`src/rtl/monopix_hit_buffer_pkg.sv`:
```
// monopix_pkg: shared hit-word types, widths and Gray decode for the hit buffer
package monopix_pkg;
  localparam int HIT_WORD_W = 32;
  localparam int DATA_W = 27;
  typedef struct packed {
    logic [5:0] col;
    logic [5:0] te;
    logic [5:0] le;
    logic [8:0] row;
  } t_data;
  typedef struct packed {
    logic [5:0] col;
    logic [8:0] row;
    logic [5:0] le;
    logic [5:0] tot;
    logic       lost;
    logic [3:0] rsvd;
  } t_hit_word;
  function automatic logic [5:0] gray2bin(input logic [5:0] g);
    logic [5:0] b;
    b[5] = g[5];
    for (int i = 4; i >= 0; i--) b[i] = b[i+1] ^ g[i];
    return b;
  endfunction
endpackage

```
`src/rtl/monopix_sync_fifo.sv`:
```
// monopix_sync_fifo: single-clock first-word-fall-through FIFO with up/down occupancy count
module monopix_sync_fifo #(
  parameter int WIDTH = 32,
  parameter int DEPTH = 16
) (
  input  logic                   clk_out,
  input  logic                   reset,
  input  logic                   wr_en,
  input  logic [WIDTH-1:0]       wr_data,
  input  logic                   rd_en,
  output logic [WIDTH-1:0]       rd_data,
  output logic [$clog2(DEPTH):0] count,
  output logic                   full,
  output logic                   empty
);
  localparam int AW = $clog2(DEPTH);
  logic [WIDTH-1:0] r_mem [DEPTH];
  logic [AW-1:0] r_rd, r_wr;
  logic w_rd, w_wr;
  assign full = count == (AW+1)'(DEPTH);
  assign empty = count == '0;
  assign w_rd = rd_en & !empty;
  // a write into a full FIFO is accepted only when the head leaves on the same edge
  assign w_wr = wr_en & (!full | w_rd);
  assign rd_data = empty ? '0 : r_mem[r_rd];
  always_ff @(posedge clk_out) begin
    if (w_wr) r_mem[r_wr] <= wr_data;
  end
  always_ff @(posedge clk_out) begin
    if (reset) begin
      r_rd <= '0;
      r_wr <= '0;
      count <= '0;
    end else begin
      r_rd <= r_rd + AW'(w_rd);
      r_wr <= r_wr + AW'(w_wr);
      count <= count + (AW+1)'(w_wr) - (AW+1)'(w_rd);
    end
  end
endmodule

```
`src/rtl/monopix_hit_buffer.sv`:
```
// monopix_hit_buffer: Gray LE/TE decode, ToT computation and FWFT buffering of packed hit words
module monopix_hit_buffer
  import monopix_pkg::*;
#(
  parameter int DEPTH = 16,
  parameter int CNT_WIDTH = 16
) (
  input  logic                   clk_out,
  input  logic                   reset,
  input  logic [DATA_W-1:0]      data_in,
  input  logic                   data_in_strobe,
  output logic [HIT_WORD_W-1:0]  hit_data,
  output logic                   hit_valid,
  input  logic                   hit_ready,
  output logic [$clog2(DEPTH):0] fifo_count,
  output logic                   full,
  output logic                   empty,
  output logic [CNT_WIDTH-1:0]   overflow_cnt
);
  t_data w_d;
  t_hit_word r_s1, w_wr_word;
  logic r_s1_valid, r_lost, w_pop, w_drop, w_wr;
  logic [5:0] w_le, w_te;
  assign w_d = t_data'(data_in);
  assign w_le = gray2bin(w_d.le);
  assign w_te = gray2bin(w_d.te);
  assign hit_valid = !empty;
  assign w_pop = hit_valid & hit_ready;
  assign w_drop = r_s1_valid & full & !w_pop;
  assign w_wr = r_s1_valid & !w_drop;
  // the lost flag is attached at write time so it lands on the next word actually stored
  always_comb begin
    w_wr_word = r_s1;
    w_wr_word.lost = r_lost;
  end
  always_ff @(posedge clk_out) begin
    if (reset) begin
      r_s1_valid <= 1'b0;
      r_s1 <= '0;
      r_lost <= 1'b0;
      overflow_cnt <= '0;
    end else begin
      r_s1_valid <= data_in_strobe;
      if (data_in_strobe)
        r_s1 <= '{col: w_d.col, row: w_d.row, le: w_le, tot: w_te - w_le, lost: 1'b0, rsvd: 4'b0};
      r_lost <= w_drop | (r_lost & !w_wr);
      if (w_drop && !(&overflow_cnt)) overflow_cnt <= overflow_cnt + 1'b1;
    end
  end
  monopix_sync_fifo #(.WIDTH(HIT_WORD_W), .DEPTH(DEPTH)) u_fifo (
    .clk_out(clk_out),
    .reset(reset),
    .wr_en(w_wr),
    .wr_data(w_wr_word),
    .rd_en(hit_ready),
    .rd_data(hit_data),
    .count(fifo_count),
    .full(full),
    .empty(empty)
  );
endmodule

```
`config.mk`:
```
export PLATFORM = sky130hd
export DESIGN_NAME = monopix_hit_buffer
export DESIGN_NICKNAME = d
export VERILOG_FILES = /design/src/rtl/monopix_hit_buffer_pkg.sv /design/src/rtl/monopix_sync_fifo.sv /design/src/rtl/monopix_hit_buffer.sv
export SDC_FILE = /design/constraint.sdc
export NUM_CORES = 1
export LEC_CHECK = 0
export ABC_CLOCK_PERIOD_IN_PS = 8870
export CAP_MARGIN = 20
export CORE_ASPECT_RATIO = 1.75
export CORE_MARGIN = 4
export CORE_UTILIZATION = 35
export DETAILED_ROUTE_END_ITERATION = 10
export PLACE_DENSITY_LB_ADDON = 0.2
export SKIP_LAST_GASP = 1
export SLEW_MARGIN = 20
export SYNTH_ARGS = -nofsm -noshare
export SYNTH_HDL_FRONTEND = slang
export SYNTH_SLANG_ARGS = --single-unit
export TNS_END_PERCENT = 100
```
`constraint.sdc`:
```
create_clock -name clk_out -period 8.87 [get_ports clk_out]
set_clock_uncertainty 0.1 [all_clocks]
set_input_delay 1.774 -clock clk_out [delete_from_list [all_inputs] [get_ports clk_out]]
set_output_delay 1.774 -clock clk_out [all_outputs]
set_load 0.01 [all_outputs]
```
-- Yosys cells after proc, flatten, opt, wreduce, memory -nomap -nowiden
Memories as Yosys holds them, arrays and structs flattened. A register that Yosys moved wholly into a read port is not among the register bits.
Index checks and enable logic that the tools add are counted.
- mux-type cells: 4
- bitwise gates (word level): 18
- add/subtract/negate cells: 6
- reductions and logical operators: 9
- equal/unequal tests: 1
- operator list (kind ; number):
    2-to-1 mux 32 bit ; 1
    adder 16 x 1 -> 16 bit (second input constant) ; 1
    AND reduction 16 bit ; 1
    XOR 1 bit ; 10
    adder 4 x 1 -> 4 bit ; 2
    AND 1 bit ; 6
    zero test 1 bit ; 6
    subtractor 6 bit ; 1
    adder 5 x 1 -> 5 bit ; 1
    equality test 5 bit (second input constant) ; 1
    zero test 5 bit ; 1
    subtractor 5 x 1 -> 5 bit ; 1
    2-to-1 mux 4 bit ; 1
    2-to-1 mux 1 bit ; 2
    OR 1 bit ; 2
    logical AND 1 bit ; 1
- logic and storage cells: 49
- bits in registers: 58
- memories kept: 1
- bits in writable memories: 448
- input port bits: 31
- output and inout bits: 56
- memory list (name ; words ; bits a word ; rd ports ; clocked after memory_dff ; wr ports ; RTL line ; source):
    u_fifo.r_mem ; 16 ; 28 ; 1 ; 1 ; 1 ; monopix_sync_fifo.sv:17 ; logic [WIDTH-1:0] r_mem [DEPTH];

-- Depth between registers and ports, before layout
- depth in word-level cells: 10
- depth in mapped cells: 14

-- Cells and area by module
From an unflattened synthesis, not the netlist that was laid out.
- cells, all modules: 1110
- area, all modules: 22276.4 µm²
- by module, submodules not included (module ; seq. area each (µm²) ; times used ; cells each ; area each (µm²)):
    monopix_sync_fifo ; 15635.0 ; 1 ; 882 ; 20118.0
    monopix_hit_buffer ; 900.9 ; 1 ; 228 ; 2158.3

-- Worst setup path after synthesis
Ideal clock, no wire load.
- path type: input port to flip-flop
- start point: input hit_ready
- end point: memory u_fifo.r_mem[0][0] (netlist name) (enable)
- setup time: 448 ps
- stages on the path: 4
- slack: 3739 ps
- arrival time: 4583 ps
- path through: inv_1 > a21boi_1 > or3b_2 > nor3_1
- word-level cells in the longest chain between the ends: 8
- elaborated cells on any way between the ends: 9
- those cells by class: 2 x mux; 5 x bitwise; 2 x reduce/logical
- ends and longest elaborated chain (what ; RTL line ; source):
    start: declaration ; monopix_hit_buffer.sv:14 ; input logic hit_ready,
    AND 1 bit * ; monopix_sync_fifo.sv:22, monopix_hit_buffer.sv:28 ;
    zero test 1 bit ; monopix_hit_buffer.sv:29 ; assign w_drop = r_s1_valid & full & !w_pop;
    AND 1 bit ; monopix_hit_buffer.sv:29 ;
    zero test 1 bit ; monopix_hit_buffer.sv:30 ; assign w_wr = r_s1_valid & !w_drop;
    AND 1 bit ; monopix_hit_buffer.sv:30 ;
    AND 1 bit * ; monopix_sync_fifo.sv:24 ; assign w_wr = wr_en & (!full | w_rd);
    2-to-1 mux 1 bit * ; monopix_sync_fifo.sv:27 ; if (w_wr) r_mem[r_wr] <= wr_data;
    2-to-1 mux 1 bit (implied by the code) * ; monopix_sync_fifo.sv:27 ;
    end: declaration ; monopix_sync_fifo.sv:17 ;
Mark *: on every way between the ends. The rest lies on a longest branch, timed or not.

==> results.ini <==
[worst_hold_path]
hp-class=flip-flop to flip-flop

[placement]
gp_congestion=0.7330
port_buffers=82
dp_hpwl_mm=24.61

[clock_tree]
clock_path_buffers=3
numCtsBuffers=47
clock_sinks=506
cts_tree=built
cts_hold_buffers=0
cts.repair.resized=0
cts-root-buf=clkbuf_16
clock_latency_ns=0.56
postCtsSetupBuffers=0
cts-htree-levels=2
clk_pin_slew_worst_paths_ns=0.06

[die]
fp.dieArea_mm2=0.06072
die_h_um=323.0
fp.dieW_um=188.0
core_area_mm2=0.05612
io_pins=87
initial_core_util=0.3536
rows=115

[global_route]
grt_max_degree=83
grt_pass1_wl_mm=69.36
grt_overflow=0
grt_pass1_vias=10320
grt_usage=0.1542
antenna_found_initial=0

[yosys]
synth_edf_count=448
synth_warnings=0
synth_flop_cell=edfxtp_1
synthArstFlopShare=0
synth_cell_types=46
ys_ff_latch=506
ys_seq_area_frac=0.7364
syn_area_per_cell_um2=20.35
syn-cell-area_mm2=0.01984
netlist_instances=975

[critical_path]
max_stage_delay_ns=0.90
ff2ff_setup_slack_ns=5.18
crit_path_start_kind=flip-flop
critPathCaptureType=output port
critPathRequiredTime_ns=7.00
path_class=flip-flop to output port
cp_slowest_cell=dfxtp_4
path_common_cell=mux4_2
path_cells=buf_4, mux4_2, mux4_2, and2_1, clkdlybuf4s50_1
cp_max_fo=62
crit_arrival_ns=4.04

[power_and_ir_drop]
p_leak_nw=7.224
powerDensity_mw_per_mm2=257.6
p_total_mw=5.946
ir_worst_vdd_v=0.0001715

[cells_and_area]
final_nets=1131
post-route-util=0.4114
drive_gt1_frac=0.2304
diodes=0
syn2layout_area_growth_pct=16.33

[route]
drc=0
via_per_inst=5.182
drt_wl_total_mm=46.34
ant_nets=0
num_vias=9441
drt-initial-drc-count=668
routedWlPerCell_um=25.43
detail_route.first_pass.iterations=5

[timing]
min_period_ns=5.916
drv_slew=0
slew_headroom=0.2919
setup_viol=0
period_share=0.6670
rsz0062_at_grt=false
max_freq_mhz=169.0
finalSetupTns_ns=0
tightest_slew_ns=1.052
finalHoldViolCount=0

[run_status]
status=complete, no violations

[job]
drv_cap=0

==> kinds of logic after synthesis <==
logic type | count (synthesis) | share of synthesized area
and+or+nand+nor | 166 | 0.04256
buffers and inverters | 67 | 0.01709
AOI/OAI and AO/OA | 26 | 0.008386
muxes | 158 | 0.1680
DFF | 506 | 0.7364
adders and majority gates | 18 | 0.01211
other | 1 | 0.0001890
xor gates and xnor gates | 33 | 0.01526
==> flip-flops by register name (all words and copies together) (netlist names) <==
signal	cells
overflow_cnt	16
r_lost	1
r_s1	27
r_s1_valid	1
u_fifo.count	5
u_fifo.r_mem	448
u_fifo.r_rd	4
u_fifo.r_wr	4
==> area by class of cell <==
type | count | area (um2)
fillers | 4972 | 33030
clock inverters | 20 | 160.2
flip-flops and latches | 506 | 14620
well taps | 702 | 878.3
multi-input cells | 405 | 5019
clock buffers | 67 | 1344
repair buffers | 105 | 996.0
inverters | 17 | 63.81
==> through the flow <==
step | setup slack [ns] | area (um2) | hold WS [ns] | instances
floorplan | 3.739 | 19860 | 0.3729 | 978
global placement | 3.448 | 21580 | 0.4197 | 1735
detailed placement | 3.427 | 21580 | 0.4193 | 1735
CTS | 2.817 | 23080 | 0.4339 | 1822
global route | 2.771 | 23080 | 0.4686 | 1822
finish | 2.954 | 23080 | 0.4320 | 1822
==> cell usage in the layout (no fill, tap or decap), types with 12 or more instances in the layout <==
cell	count
nor3_1	13
nor2_4	12
mux4_2	140
ha_1	16
edfxtp_1	448
clkbuf_1	13
clkdlybuf4s50_1	80
xnor2_1	22
inv_1	17
buf_4	22
and2_1	29
mux2i_1	18
clkbuf_16	49
dfxtp_1	54
nor2_1	55
==> synthesized netlist by cell type, drive strengths merged, types with 7 or more instances <==
cell / count / share of area
mux4: 140 / 0.16
inv: 17 / 0.0032
nand3: 7 / 0.0018
ha: 16 / 0.010
clkbuf: 23 / 0.0044
xor2: 10 / 0.0044
nor2: 67 / 0.013
nand2: 10 / 0.0019
and2: 29 / 0.0091
nor2b: 7 / 0.0022
dfxtp: 58 / 0.059
mux2i: 18 / 0.0091
buf: 27 / 0.0095
a21oi: 8 / 0.0020
edfxtp: 448 / 0.68
nor3: 17 / 0.0043
xnor2: 22 / 0.0097
==> worst paths after layout <==
kind                                 from                             end  depth (start not counted)
min          overflow_cnt[1]$_SDFFE_PP0P_    overflow_cnt[1]$_SDFFE_PP0P_                          2
max reg2reg    u_fifo.count[2]$_SDFF_PP0_  u_fifo.r_mem[12][16]$_DFFE_PP_                          7
max             u_fifo.r_rd[1]$_SDFF_PP0_                     hit_data[7]                          5
min reg2reg  overflow_cnt[1]$_SDFFE_PP0P_    overflow_cnt[1]$_SDFFE_PP0P_                          2
==> routing by layer <==
layer / GRT usage / share of wire / vias to the layer above
met3: 0.02051 / 0.038 / 56
met2: 0.2854 / 0.54 / 207
met5: 0 / 0 / -
li1: - / - / 4141
met4: 0.03771 / 0.017 / 0
met1: 0.1915 / 0.40 / 5037
==> critical path: cells and delay by family (launching register included) <==
family                 cells  cell delay [ns]
and+or+nand+nor            1             0.19
muxes                      2             0.96
DFF                        1             0.90
buffers and inverters      2             1.33
==> where the power goes <==
part | internal (mW) | switching (mW)
logic | 0.671 | 0.495
clock network | 1.12 | 0.861
registers | 2.67 | 0.134
total | 4.46 | 1.49
Note: power is estimated with default switching activity, not from simulation.
==> edit 1, RTL diff (same flow settings) <==
Take the reset off `r_rd` and `r_wr` and load them in a clocked block of their own.
--- a/src/rtl/monopix_sync_fifo.sv
+++ b/src/rtl/monopix_sync_fifo.sv
@@ -29,13 +29,14 @@
   always_ff @(posedge clk_out) begin
     if (reset) begin
-      r_rd <= '0;
-      r_wr <= '0;
       count <= '0;
     end else begin
-      r_rd <= r_rd + AW'(w_rd);
-      r_wr <= r_wr + AW'(w_wr);
       count <= count + (AW+1)'(w_wr) - (AW+1)'(w_rd);
     end
   end
+
+  always_ff @(posedge clk_out) begin
+    r_rd <= r_rd + AW'(w_rd);
+    r_wr <= r_wr + AW'(w_wr);
+  end
 endmodule
 
Formal check against the unedited RTL: differs if reset is asserted again (counterexample within 10 cycles, from zero or initial values and one cycle with reset high); with reset held inactive, the same outputs for 10 cycles.
==> edit 1 against the original RTL <==
- final area shrank 0.27%
- synthesized area down 0.16%
- worst setup slack gained 0.12 ns
- cell count shrank 0.93%
- wire length fell by 2.4%
- sequential cell count is the same
- total power increased by 17%
- count of clock-buffer cells in the layout down 5
- critical path type unchanged
==> edit 1: results (changes against the original RTL) <==
[metrics] share of the synthesized area in compound gates (AO/OA/AOI/OAI): 0.009852 (+0.001466)
[metrics] Peak supply drop: 214.6 uV (+25%)
[metrics] top cell family by delay on the critical path: multiplexers
[metrics] Initial DRC Count: 700 (+4.8%)
[metrics] routability-driven placement congestion ratio: 0.7254 (-1.0%)
[metrics] GRT Total Usage: 0.1495 (-0.004646)
[metrics] number of unique standard cell types used by synthesis: 48 (+4.3%)
[metrics] multiplexer area fraction after synthesis: 0.1687 (+0.0007704)
[metrics] stage delay of the slowest cell on the critical path: 0.99 ns (+0.09 ns)
[metrics] result of the run: complete, no violations
[metrics] end of the worst hold path: overflow_cnt[5]
[metrics] total wire length after detailed routing: 45240 um (-2.4%)
[metrics] # nets final: 1116 (-1.3%)
[metrics] worst min-delay path startpoint: overflow_cnt[5]
[metrics] vias in the first global route: 10260 (-0.54%)
[metrics] Clock Tree Buf Depth: 3 (unchanged)
[metrics] DR WL/cell: 25.06 um (-1.5%)
[metrics] slack of the worst reg-to-reg path: 5.72 ns (+0.54 ns)
[metrics] FF-to-FF End: u_fifo.r_mem[8][0]
[metrics] adder and majority gate portion of the synthesized area: 0.01213 (+0.00001911)
[metrics] cell depth of the worst hold path: 2 (unchanged)
[metrics] largest driver fanout on the critical path: 69 (+11%)
[metrics] static leakage: 7.383 nW (+2.2%)
[metrics] number of buffers created by CTS: 45 (-4.3%)
[metrics] Fill cells: 4959 (-0.26%)
[metrics] ratio of cells with drive above 1 in the final layout: 0.2285 (-0.001889)
[metrics] leading post-synthesis cells by instance count: edfxtp_1, mux4_2, nor2_1
[metrics] area of placed instances: 0.02156 mm^2 (-0.10%)
[metrics] Detailed Place HPWL: 24730 um (+0.47%)
[metrics] Cells after DPL: 1722 (-0.75%)
[metrics] average cell area after synthesis: 20.60 um^2 (+1.2%)
[metrics] wire length of the first global-routing pass: 67280 um (-3.0%)
[metrics] pin slew with the least headroom to its limit: 0.9711 ns (-0.08131 ns)
[metrics] number of vias after detailed routing: 9305 (-1.4%)
[metrics] worst setup path end: hit_data[11]
[metrics] post-synthesis sequential area ratio: 0.7376 (+0.001163)
[metrics] WP data arrival: 3.92 ns (-0.12 ns)
[metrics] timing startpoint of the critical path: u_fifo.r_rd[0]
[metrics] number of search-and-repair iterations in the first detailed-routing pass: 5 (unchanged)
[metrics] xor/xnor share of the synthesized area: 0.01528 (+0.00002409)
[metrics] Area contributors post-synth: edfxtp_1, mux4_2, dfxtp_1
edit 1: cell types whose count changed after synthesis, moves of 4 or more:
| cell | change |
|---|---|
| xnor2_1 | -6 |
| nor3_1 | -7 |
| nor2b_1 | -5 |
| nand2_1 | -4 |
| xor2_1 | +6 |
edit 1: area by class of cell:
cell class	count	area share
Sequential cell	506	0.6352
Multi-Input combinational cell	393	0.2165
Clock buffer	62	0.05440
Timing Repair Buffer	106	0.04413
Tap cell	702	0.03815
Clock inverter	21	0.009239
Inverter	15	0.002446
edit 1: cell families after synthesis:
| logic type | Yosys count |
|---|---|
| flops | 506 |
| mux | 159 |
| simple gates | 149 |
| buf+inv | 66 |
| xor+xnor | 33 |
| compound gates | 30 |
| fa+ha+maj | 18 |
| other cells | 1 |
edit 1: layer usage:
metal | vias to the layer above | part of all wire | track usage
met3 | 52 | 0.033 | 0.01938
li1 | 4093 | - | -
met1 | 4978 | 0.40 | 0.1828
met5 | - | 0 | 0
met2 | 182 | 0.54 | 0.2799
met4 | 0 | 0.020 | 0.03820
edit 1: worst reg2reg max path: cells and delay by family, from the launching register on:
kind	cells	cell delay, ns
AND/OR/NAND/NOR	3	1.27
buffers and inverters	2	0.53
flip-flops	1	0.38
AO/OA/AOI/OAI	1	0.30
adder cells (fa/ha/maj)	1	0.24
edit 1: stage by stage:
| stage | hold slack [ns] | util |
|---|---|---|
| finish | 0.4082 | 0.4103 |
| global route | 0.4415 | 0.4103 |
| CTS | 0.4075 | 0.4103 |
| detailed placement | 0.3946 | 0.3842 |
| global placement | 0.3815 | 0.3838 |
| floorplan | 0.3532 | - |
edit 1: report_power, final:
group	total, mW	switching (mW)	internal [mW]
combinational	1.98	0.870	1.11
sequential	3.02	0.239	2.78
clock	1.96	0.850	1.11
==> edit 2, RTL diff (config.mk and constraints unchanged) <==
Made on the original files. `DEPTH` is set to 16 in 2 places; all go to 64.
--- a/src/rtl/monopix_sync_fifo.sv
+++ b/src/rtl/monopix_sync_fifo.sv
@@ -2,5 +2,5 @@
 module monopix_sync_fifo #(
   parameter int WIDTH = 32,
-  parameter int DEPTH = 16
+  parameter int DEPTH = 64
 ) (
   input  logic                   clk_out,
--- a/src/rtl/monopix_hit_buffer.sv
+++ b/src/rtl/monopix_hit_buffer.sv
@@ -3,5 +3,5 @@
   import monopix_pkg::*;
 #(
-  parameter int DEPTH = 16,
+  parameter int DEPTH = 64,
   parameter int CNT_WIDTH = 16
 ) (
Interface: changed (resized fifo_count); port bits go from 87 to 89. No check against the original RTL was run, so the function may have changed too.
==> edit 2 against the original RTL <==
- wire length rose to 4.4 times the old value
- via count rose to 3.7 times the old value
- final area rose to 3.5 times the old value
- core utilization down 0.92 points
- worst setup slack worse by 1.0 ns
- global-route usage up 3.7 points
- worst hold slack worse by 0.048 ns
- synthesized area rose to 3.6 times the old value
- sequential cell count up 1350
- total power rose to 3.4 times the old value
- combinational power rose to 2.6 times the old value
- sequential power rose to 3.5 times the old value
==> edit 2: results (changes against the original RTL) <==
[metrics] # nets final: 3654 (+220%)
[metrics] wire length of the first global-routing pass: 285100 um (+310%)
[metrics] worst slack, placed: 2.589 ns (-0.8375 ns)
[metrics] vias in the first global route: 36500 (+250%)
[metrics] Peak supply drop: 189.0 uV (+10%)
[metrics] met2 track demand over resource in global routing: 0.3585 (+0.07311)
[metrics] cells after synthesis: 3398 (+250%)
[metrics] largest registers: u_fifo.r_mem (1792), r_s1 (27), overflow_cnt (16)
[metrics] Worst-Skew Late Latency: 0.81 ns (+0.25 ns)
[metrics] Vias/cell: 5.453 (+5.2%)
[metrics] result of the run: complete, no violations
[metrics] static leakage: 24.90 nW (+240%)
[metrics] area of placed instances: 0.07642 mm^2 (+250%)
[metrics] Global Route met1 Usage: 0.2186 (+0.02709)
[metrics] net switching power figure: 4.979 mW (+230%)
[metrics] pin count of the biggest net entering global routing: 100 (+20%)
[metrics] Area contributors post-synth: edfxtp_1, mux4_2, mux2i_1
[metrics] Detail Route met2 WL: 111900 um (+340%)
[metrics] fraction of post-synthesis cell area in the top cell type by area: 0.7539 (+0.07592)
[metrics] share of the synthesized area in compound gates (AO/OA/AOI/OAI): 0.04824 (+0.03985)
[metrics] largest driver fanout on the critical path: 41 (-34%)
[metrics] Post-synth EDFFs: 1792 (+300%)
[metrics] count of H-tree levels built during CTS: 4 (+2)
[metrics] met3 Usage GRT: 0.02188 (+0.001367)
[metrics] stage delay of the slowest cell on the critical path: 0.93 ns (+0.03 ns)
[metrics] xor/xnor share of the synthesized area: 0.004610 (-0.01065)
## edit 2: changes by cell type in the layout (fill, tap and decap cells not counted), moves of 58 or more
cell       change
a211oi_1      +86
a22o_1        +61
a22oi_1       +58
buf_4        +110
clkbuf_16    +124
edfxtp_1    +1344
mux2i_1      +223
mux4_2       +196
o22ai_1       +61
## edit 2: path summary, 6_finish.rpt
path | from | endpoint | slack [ns] | cells past startpoint
max | u_fifo.r_rd[0] | hit_data[7] | 1.95 | 9
min | r_s1[31] | r_s1[31] | 0.38 | 2
max reg2reg | u_fifo.count[4] | u_fifo.r_mem[4][8] | 4.67 | 9
min reg2reg | r_s1[31] | r_s1[31] | 0.38 | 2
## edit 2: area by class of cell
class                      count  area, um^2  share of cell area
tap                         2652        3318             0.04063
multi-input combinational   1326       15650              0.1916
timing repair buffer         236        2245             0.02749
sequential                  1856       55160              0.6754
clock buffer                 204        4466             0.05469
inverter                      14       52.55           0.0006435
antenna                        3       7.507          0.00009193
clock inverter                91       765.7            0.009377
